## src/rtl/cb_cfg_pkg.sv

```systemverilog
// Shared types and helpers for the connection-block configuration loader.
package cb_cfg_pkg;

   // Loader FSM states
   typedef enum logic [1:0] {
      IDLE   = 2'd0,
      LOAD   = 2'd1,
      COMMIT = 2'd2
   } cfg_state_t;

   // Width of c for a default connection_block tile: 24 output-mux bits + 20 input-mux bits
   localparam int CB_CFG_NBITS = 44;

   // Number of W-bit words needed to carry nbits of configuration
   function automatic int cfg_nwords(input int nbits, input int w);
      return (nbits + w - 1) / w;
   endfunction

endpackage

```

## src/rtl/cfg_word_shadow.sv

```systemverilog
// Shadow register for a configuration bitstream: indexed word writes, clear,
// and a check that the padding bits of the incoming word are zero.
module cfg_word_shadow
   import cb_cfg_pkg::*;
#(
   parameter int NBITS = CB_CFG_NBITS,
   parameter int W     = 8
) (
   input  logic                 clk,
   input  logic                 i_rst,
   input  logic                 i_clr,
   input  logic                 i_wr_en,
   input  logic [((cfg_nwords(NBITS, W) > 1) ? $clog2(cfg_nwords(NBITS, W)) : 1)-1:0] i_wr_idx,
   input  logic [W-1:0]         i_wr_data,
   output logic [NBITS-1:0]     o_shadow,
   output logic                 o_pad_ok
);

   localparam int NWORDS = cfg_nwords(NBITS, W);
   localparam int IW     = (NWORDS > 1) ? $clog2(NWORDS) : 1;
   localparam int PADW   = NWORDS * W - NBITS;

   logic [NBITS-1:0] w_flat;

   // One register per word; the last word only keeps its meaningful low bits
   for (genvar gi = 0; gi < NWORDS; gi++) begin : g_word
      localparam int LO = gi * W;
      localparam int WW = (gi == NWORDS - 1) ? (NBITS - LO) : W;

      logic [WW-1:0] r_word;

      // Clear on reset or load (re)start, otherwise capture the addressed word
      always_ff @(posedge clk) begin
         if (i_rst || i_clr) begin
            r_word <= '0;
         end else if (i_wr_en && (i_wr_idx == IW'(gi))) begin
            r_word <= i_wr_data[WW-1:0];
         end
      end

      assign w_flat[LO +: WW] = r_word;
   end

   assign o_shadow = w_flat;

   // Padding bits are the top PADW bits of whichever word is being written;
   // the caller only acts on this for the final word.
   if (PADW > 0) begin : g_pad
      assign o_pad_ok = (i_wr_data[W-1 -: PADW] == '0);
   end else begin : g_nopad
      assign o_pad_ok = 1'b1;
   end

endmodule

```

## src/rtl/cb_config_loader.sv

```systemverilog
// Configuration loader for one connection_block tile: assembles a word stream
// in a shadow register and commits it to c/cset atomically once complete.
module cb_config_loader
   import cb_cfg_pkg::*;
#(
   parameter int NBITS = CB_CFG_NBITS,
   parameter int W     = 8
) (
   input  logic             clk,
   input  logic             rst,
   input  logic             load_start,
   input  logic [W-1:0]     din,
   input  logic             din_valid,
   output logic             din_ready,
   output logic [NBITS-1:0] c,
   output logic             cset,
   output logic             busy,
   output logic             done,
   output logic             err
);

   localparam int NWORDS = cfg_nwords(NBITS, W);
   localparam int CW     = (NWORDS > 1) ? $clog2(NWORDS) : 1;

   cfg_state_t       r_state;
   cfg_state_t       w_state_next;
   logic [CW-1:0]    r_count;
   logic [NBITS-1:0] r_c;
   logic             r_cset;
   logic             r_done;
   logic             r_err;

   logic             w_clr;
   logic             w_wr;
   logic             w_last;
   logic             w_pad_ok;
   logic             w_pad_fail;
   logic [NBITS-1:0] w_shadow;

   cfg_word_shadow #(
      .NBITS (NBITS),
      .W     (W)
   ) u_shadow (
      .clk       (clk),
      .i_rst     (rst),
      .i_clr     (w_clr),
      .i_wr_en   (w_wr),
      .i_wr_idx  (r_count),
      .i_wr_data (din),
      .o_shadow  (w_shadow),
      .o_pad_ok  (w_pad_ok)
   );

   assign w_last = (r_count == CW'(NWORDS - 1));

   // State register
   always_ff @(posedge clk) begin
      if (rst) begin
         r_state <= IDLE;
      end else begin
         r_state <= w_state_next;
      end
   end

   // Next state and datapath strobes; a restart in LOAD beats a same-cycle transfer
   always_comb begin
      w_state_next = r_state;
      w_clr        = 1'b0;
      w_wr         = 1'b0;
      w_pad_fail   = 1'b0;
      unique case (r_state)
         IDLE: begin
            if (load_start) begin
               w_state_next = LOAD;
               w_clr        = 1'b1;
            end
         end
         LOAD: begin
            if (load_start) begin
               w_clr = 1'b1;
            end else if (din_valid) begin
               w_wr = 1'b1;
               if (w_last) begin
                  if (w_pad_ok) begin
                     w_state_next = COMMIT;
                  end else begin
                     w_state_next = IDLE;
                     w_pad_fail   = 1'b1;
                  end
               end
            end
         end
         COMMIT: begin
            w_state_next = IDLE;
         end
         default: begin
            w_state_next = IDLE;
         end
      endcase
   end

   // Word counter, committed configuration and status flags
   always_ff @(posedge clk) begin
      if (rst) begin
         r_count <= '0;
         r_c     <= '0;
         r_cset  <= 1'b0;
         r_done  <= 1'b0;
         r_err   <= 1'b0;
      end else begin
         if (w_clr) begin
            r_count <= '0;
         end else if (w_wr) begin
            r_count <= r_count + 1'b1;
         end
         if ((r_state == IDLE) && load_start) begin
            r_cset <= 1'b0;
            r_err  <= 1'b0;
         end
         if (w_pad_fail) begin
            r_err <= 1'b1;
         end
         if (r_state == COMMIT) begin
            r_c    <= w_shadow;
            r_cset <= 1'b1;
         end
         r_done <= (r_state == COMMIT);
      end
   end

   assign din_ready = (r_state == LOAD);
   assign busy      = (r_state != IDLE);
   assign c         = r_c;
   assign cset      = r_cset;
   assign done      = r_done;
   assign err       = r_err;

endmodule

```

## config.mk

```make
export PLATFORM = sky130hd
export DESIGN_NAME = cb_config_loader
export DESIGN_NICKNAME = d
export VERILOG_FILES = /design/src/rtl/cb_cfg_pkg.sv /design/src/rtl/cfg_word_shadow.sv /design/src/rtl/cb_config_loader.sv
export SDC_FILE = /design/constraint.sdc
export NUM_CORES = 1
export LEC_CHECK = 0
export ABC_AREA = 1
export CAP_MARGIN = 30
export CORE_AREA = 2 2 125 127
export CTS_CLUSTER_DIAMETER = 150
export DETAILED_ROUTE_END_ITERATION = 10
export DIE_AREA = 0 0 127 129
export SETUP_SLACK_MARGIN = 0.15
export SYNTH_ARGS = -nofsm -noshare
export SYNTH_HDL_FRONTEND = slang
export SYNTH_HIERARCHICAL = 1
export SYNTH_SLANG_ARGS = --single-unit
```

## constraint.sdc

```tcl
create_clock -name clk -period 2.85 [get_ports clk]
set_input_delay 0.4275 -clock clk [delete_from_list [all_inputs] [get_ports clk]]
set_output_delay 0.4275 -clock clk [all_outputs]
set_load 0.02 [all_outputs]
```

==> reports/qor.yml, run 1 <==
cells_and_area:
  multiInputGateArea_mm2: 0.00154
  layout_common_cells: "nor2_1, dfxtp_1, nand2_1"
  drive_above_1_share: 0.0600
  layout_commonest_cell: "nor2_1"
  synthToLayoutAreaGrowth_pct: 29.8
  fillCellCount: 1639
  nNetsFinal: 577
  final_cells: 755
  antenna_cells: 0
  seqCellArea_mm2: 0.00192
power_and_ir_drop:
  p_int_w: 0.00215
  p_seq_frac: 0.490
  switching_power_w: 0.000600
  ir_drop_uv: 317
  comb_power_share: 0.041
  p_clk_frac: 0.469
  power_density_mw_per_mm2: 579
  power.leakage_nw: 1.91
  sw_frac_of_total: 0.218
yosys:
  ys_seq_area_frac: 0.525
  synth_nets: 523
  syn_inst: 509
  ys_warn_count: 6
  netlist_area_mm2: 0.00366
  synth.distinct_cells: 18
  ys_ff_latch: 96
  avgSynthCellArea_um2: 7.19
timing:
  slew_violations: 0
  timing.final.crit_share: 0.739
  skew_ns: 0.00589
  worst_slew_pin_slew_ns: 0.727
  rsz0062_at_grt: "false"
  hold_viol_final: 0
  tns_ns: 0
  post-route-min-period_ns: 2.11
  fmax_mhz: 475
  setup_viol: 0
  relSlewSlack: 0.515
clock_tree:
  cts_buffer_depth: 2
  cts_hold_buf: 0
  numCtsBuffers: 9
  clkSinkCount: 96
  clock_latency_ns: 0.34
  ctsHtreeMaxLevel: 3
  cts.reportedPaths.clkPinSlew_ns: 0.06
  clockRootBuffer: "clkbuf_16"
  cts_resized: 0
  post_cts.repair.setup_buffers: 0
  cts_tree: "built"
global_route:
  grt_pass1_vias: 3130
  overflow: 0
  grt_max_degree: 46
  grtUsageTotal: 0.117
  grt_pass1_wl_mm: 15.2
  antenna_found_initial: 0
floorplanning:
  die_h_um: 129
  die_area_mm2: 0.0164
  core_area_mm2: 0.0150
  die_x_um: 127
  io_pins: 61
  start_util: 0.244
  num_rows: 45
worst_setup_path:
  critical_path.slowest_cell: "clkdlybuf4s50_1"
  r2r_end: "u_shadow/g_word[0].r_word[4]"
  crit_path_end_kind: "output port"
  worst-r2r-setup-slack_ns: 1.20
  required_ns: 2.42
  startpoint_type: "register"
  path_class: "reg -> out"
  worstReg2RegStart: "r_state[0]"
  cp_cell_sequence: "inv_1, nor2_1, clkdlybuf4s50_1"
  cp_max_fo: 4
  arrival_ns: 1.68
  crit_end: "din_ready"
  r2r_cells: 8
  crit_path_max_incr_delay_ns: 0.66
  startpoint: "r_state[0]"
placed_design:
  dp_cells: 740
  gp_congestion: 0.778
  post-dp-hpwl_mm: 6.02
  io_buffer_count: 60
routing:
  drt_first_pass_iters: 4
  drt-initial-drc-count: 147
  vias: 3119
  vias_per_cell: 4.13
  post_drt_wl_per_cell_um: 11.9
  wl_mm: 9.02
  ant_nets: 0
  drcViolationCount: 0
outcome:
  status: "finished, final reports clean"
hold_path:
  hold_path.class: "reg -> reg"
job:
  maxCapViolCount: 0
## worst max-delay path: cells and delay by family, from the launching register on
kind,cells,cell delay (ns)
buffers and inverters,2,0.72
AND/OR/NAND/NOR,1,0.22
flip-flops,1,0.41
## metal layers
metal  part of all wire  GRT usage
met1               0.50      0.151
met2               0.45      0.189
met3              0.039     0.0279
met4              0.011     0.0446
met5                  0          0
## how the worst min path moves through the flow
stage	startpoint	to	slack, ns	cells past startpoint
after floorplan	u_shadow/g_word[1].r_word[7]	c[15]	0.46	2
after global routing	u_shadow/g_word[3].r_word[3]	u_shadow/g_word[3].r_word[3]	0.50	2
after detailed placement	u_shadow/g_word[4].r_word[1]	u_shadow/g_word[4].r_word[1]	0.47	2
final	u_shadow/g_word[4].r_word[1]	c[33]	0.48	2
after global placement	u_shadow/g_word[2].r_word[4]	c[20]	0.46	2
after CTS	u_shadow/g_word[4].r_word[1]	u_shadow/g_word[4].r_word[1]	0.49	2
## layout make-up
| cell class | count | area share |
|---|---|---|
| clock buffer | 9 | 0.0474 |
| clock inverter | 6 | 0.0197 |
| inverter | 26 | 0.0205 |
| multi-input combinational | 365 | 0.324 |
| sequential | 96 | 0.404 |
| tap | 188 | 0.0495 |
| timing repair buffer | 65 | 0.134 |
## logic make-up (layout without fill, tap and decap cells)
| logic type | after synthesis | after routing | share of synthesized area |
|---|---|---|---|
| buf+inv | 48 | 106 | 0.0540 |
| flops | 96 | 96 | 0.525 |
| fa+ha+maj | 2 | 2 | 0.00683 |
| simple gates | 314 | 314 | 0.347 |
| compound gates | 49 | 49 | 0.0670 |
## Yosys cell counts, drive strengths merged
cell | count | area [µm²]
o21ai | 46 | 230
nand2 | 66 | 248
buf | 13 | 65.1
nor3 | 1 | 5.00
ha | 2 | 25.0
clkbuf | 9 | 35.0
nand3 | 45 | 225
nor4 | 1 | 6.26
clkinv | 1 | 3.75
inv | 25 | 93.8
a21oi | 3 | 15.0
nor2 | 201 | 787
dfxtp | 96 | 1920
## registers in the layout (all words and copies together), names as in the netlist
register and flops:
r_state 2, r_count 3, err 1, u_shadow/g_word.r_word 44, done 1, c 44, cset 1
## power by group through the flow
stage	sequential (W)	clock, W	combinational (W)
2_1_floorplan	0.00138	0	0.0000670
3_3_place_gp	0.00138	0	0.000112
3_5_place_dp	0.00138	0	0.000113
4_1_cts	0.00135	0.00133	0.000113
5_1_grt	0.00135	0.00137	0.000125
6_report	0.00135	0.00129	0.000112
## stage by stage
stage / utilization / area [µm²] / setup slack (ns) / hold slack (ns) / total power [W]
after floorplan: - / 3660 / 1.30 / 0.456 / 0.00145
after global placement: 0.296 / 4430 / 0.740 / 0.464 / 0.00149
after detailed placement: 0.296 / 4430 / 0.715 / 0.471 / 0.00149
after CTS: 0.317 / 4750 / 0.726 / 0.487 / 0.00279
after global routing: 0.317 / 4750 / 0.665 / 0.504 / 0.00285
final: 0.317 / 4750 / 0.744 / 0.484 / 0.00275
Power figures use the tool's default switching activity.
==> run 2: changes to the inputs <==
==> constraint.sdc (replaced) <==
create_clock -name clk -period 1.8 [get_ports clk]
set_input_delay 0.27 -clock clk [delete_from_list [all_inputs] [get_ports clk]]
set_output_delay 0.27 -clock clk [all_outputs]
set_load 0.02 [all_outputs]
==> reports/qor.yml, run 2 (synthesized netlist as in run 1, its figures left out) <==
timing:
  hold_viol_final: 0  # unchanged
  post-route-min-period_ns: 1.57
  slew_violations: 0  # unchanged
  timing.final.crit_share: 0.873
  setup_viol: 0  # unchanged
  tns_ns: 0  # unchanged
  skew_ns: 0.0109  # +0.00501 ns
  fmax_mhz: 636
  rsz0062_at_grt: "true"
  relSlewSlack: 0.516  # +0.000916
  worst_slew_pin_slew_ns: 0.726  # -0.00137 ns
worst_setup_path:
  cp_cell_sequence: "clkdlybuf4s50_1"
  startpoint_type: "register"
  crit_path_end_kind: "output port"
  crit_path_max_incr_delay_ns: 0.61  # -0.05 ns
  cp_max_fo: 2  # -2
  startpoint: "c[8]"
  critical_path.top_delay_family: "buffers and inverters"
  crit_buf_inv: 1  # -1
  worstReg2RegStart: "r_state[0]"
  required_ns: 1.53  # -0.89 ns
  arrival_ns: 1.30  # -0.38 ns
  path_class: "reg -> out"
  critical_path.slowest_cell: "clkdlybuf4s50_1"
routing:
  wl_mm: 8.99  # -0.28%
  post_drt_wl_per_cell_um: 11.7  # -2.1%
  drcViolationCount: 0  # unchanged
  vias_per_cell: 4.19  # +1.5%
  drt-initial-drc-count: 149  # +1.4%
  drt_first_pass_iters: 4  # unchanged
  ant_nets: 0  # unchanged
  vias: 3224  # +3.4%
hold_path:
  hold_path.class: "reg -> reg"
  hold_start: "u_shadow/g_word[4].r_word[1]"
cells_and_area:
  layout_commonest_cell: "nor2_1"
  drive_above_1_share: 0.0809  # +0.0209
  multiInputGateArea_mm2: 0.00154  # +0.16%
  antenna_cells: 0  # unchanged
  synthToLayoutAreaGrowth_pct: 33.3
  seqCellArea_mm2: 0.00192  # unchanged
  layout_common_cells: "nor2_1, dfxtp_1, nand2_1"
  fillCellCount: 1611  # -1.7%
  nNetsFinal: 590  # +2.3%
job:
  maxCapViolCount: 0  # unchanged
global_route:
  overflow: 0  # unchanged
  grt_max_degree: 46  # unchanged
  grtUsageTotal: 0.119  # +0.00271
  antenna_found_initial: 0  # unchanged
  grt_pass1_wl_mm: 15.5  # +1.8%
  grt_pass1_vias: 3072  # -1.9%
clock_tree:
  cts.reportedPaths.clkPinSlew_ns: 0.07  # about the same
  clkSinkCount: 96  # unchanged
  clock_latency_ns: 0.35  # about the same
  cts_resized: 2  # +2
  numCtsBuffers: 9  # unchanged
  post_cts.repair.setup_buffers: 0  # unchanged
  ctsHtreeMaxLevel: 3  # unchanged
  clockRootBuffer: "clkbuf_16"
  cts_hold_buf: 0  # unchanged
  cts_tree: "built"
  cts_buffer_depth: 2  # unchanged
power_and_ir_drop:
  ir_drop_uv: 465  # +47%
  power.leakage_nw: 2.00  # +4.6%
  fin_total_pwr_w: 0.00445  # +61%
  power_density_mw_per_mm2: 911  # +57%
floorplanning:
  num_rows: 45  # unchanged
  start_util: 0.244  # unchanged
  core_area_mm2: 0.0150  # unchanged
  io_pins: 61  # unchanged
  die_x_um: 127  # unchanged
  die_h_um: 129  # unchanged
  die_area_mm2: 0.0164  # unchanged
placed_design:
  post-dp-hpwl_mm: 6.20  # +3.2%
  io_buffer_count: 60  # unchanged
  gp_congestion: 0.814  # +4.5%
outcome:
  status: "finished, final reports clean"
-- run 2: cell types whose count changed in the layout (fill, tap and decap cells not counted), sizes merged --
cell,change
clkdlybuf4s50,-2
clkinvlp,-1
clkinv,-2
dlygate4sd2,+1
buf,+13
inv,-1
clkdlybuf4s15,+1
clkbuf,+5
-- run 2: worst register-to-register path: cells and delay by family, from the launching register on --
family | cells | cell delay [ns]
simple gates | 6 | 0.67
buf+inv | 2 | 0.29
flops | 1 | 0.42
-- run 2: layer usage --
layer	wire length (µm)	up-vias	global-route usage
met4	104	0	0.0388
met3	415	9	0.0345
met5	0	-	0
met1	4390	1427	0.155
met2	4080	59	0.192
li1	-	1729	-
-- run 2: per-stage QoR --
step | instances | instance area (µm²) | setup slack [ns] | hold slack [ns] | utilization
4_1_cts | 769 | 4880 | 0.189 | 0.487 | 0.326
3_3_place_gp | 753 | 4540 | 0.0527 | 0.469 | 0.303
5_1_grt | 769 | 4880 | 0.140 | 0.501 | 0.326
2_1_floorplan | 509 | 3660 | 0.303 | 0.339 | -
6_report | 769 | 4880 | 0.229 | 0.483 | 0.326
3_5_place_dp | 753 | 4540 | 0.0359 | 0.471 | 0.303
-- run 2: worst paths after layout --
kind	depth (start not counted)	endpoint	slack [ns]
min reg2reg	2	u_shadow/g_word[4].r_word[1]	0.48
max	1	c[8]	0.23
max reg2reg	8	u_shadow/g_word[3].r_word[2]	0.31
min	2	u_shadow/g_word[4].r_word[1]	0.48
-- run 2: area by class of cell --
class / count / share of cell area
multi-input cells: 365 / 0.316
flip-flops and latches: 96 / 0.394
clock buffers: 14 / 0.0562
well taps: 188 / 0.0482
repair buffers: 78 / 0.153
inverters: 26 / 0.0200
clock inverters: 2 / 0.0123
-- run 2: where the power goes --
group | switching [W] | internal (W) | leakage (nW)
registers | 0.00000677 | 0.00213 | 0.773
clock network | 0.000790 | 0.00133 | 0.163
logic | 0.000117 | 0.0000695 | 1.07
==> run 3: changes to the inputs <==
--- a/config.mk
+++ b/config.mk
@@ -6,7 +6,7 @@
 export NUM_CORES = 1
 export LEC_CHECK = 0
 export ABC_AREA = 1
-export CAP_MARGIN = 30
+export CAP_MARGIN = 20
 export CORE_AREA = 2 2 125 127
 export CTS_CLUSTER_DIAMETER = 150
 export DETAILED_ROUTE_END_ITERATION = 10
==> results of run 3 <==
No change in the layout: final DEF, timing and power equal those of run 2.
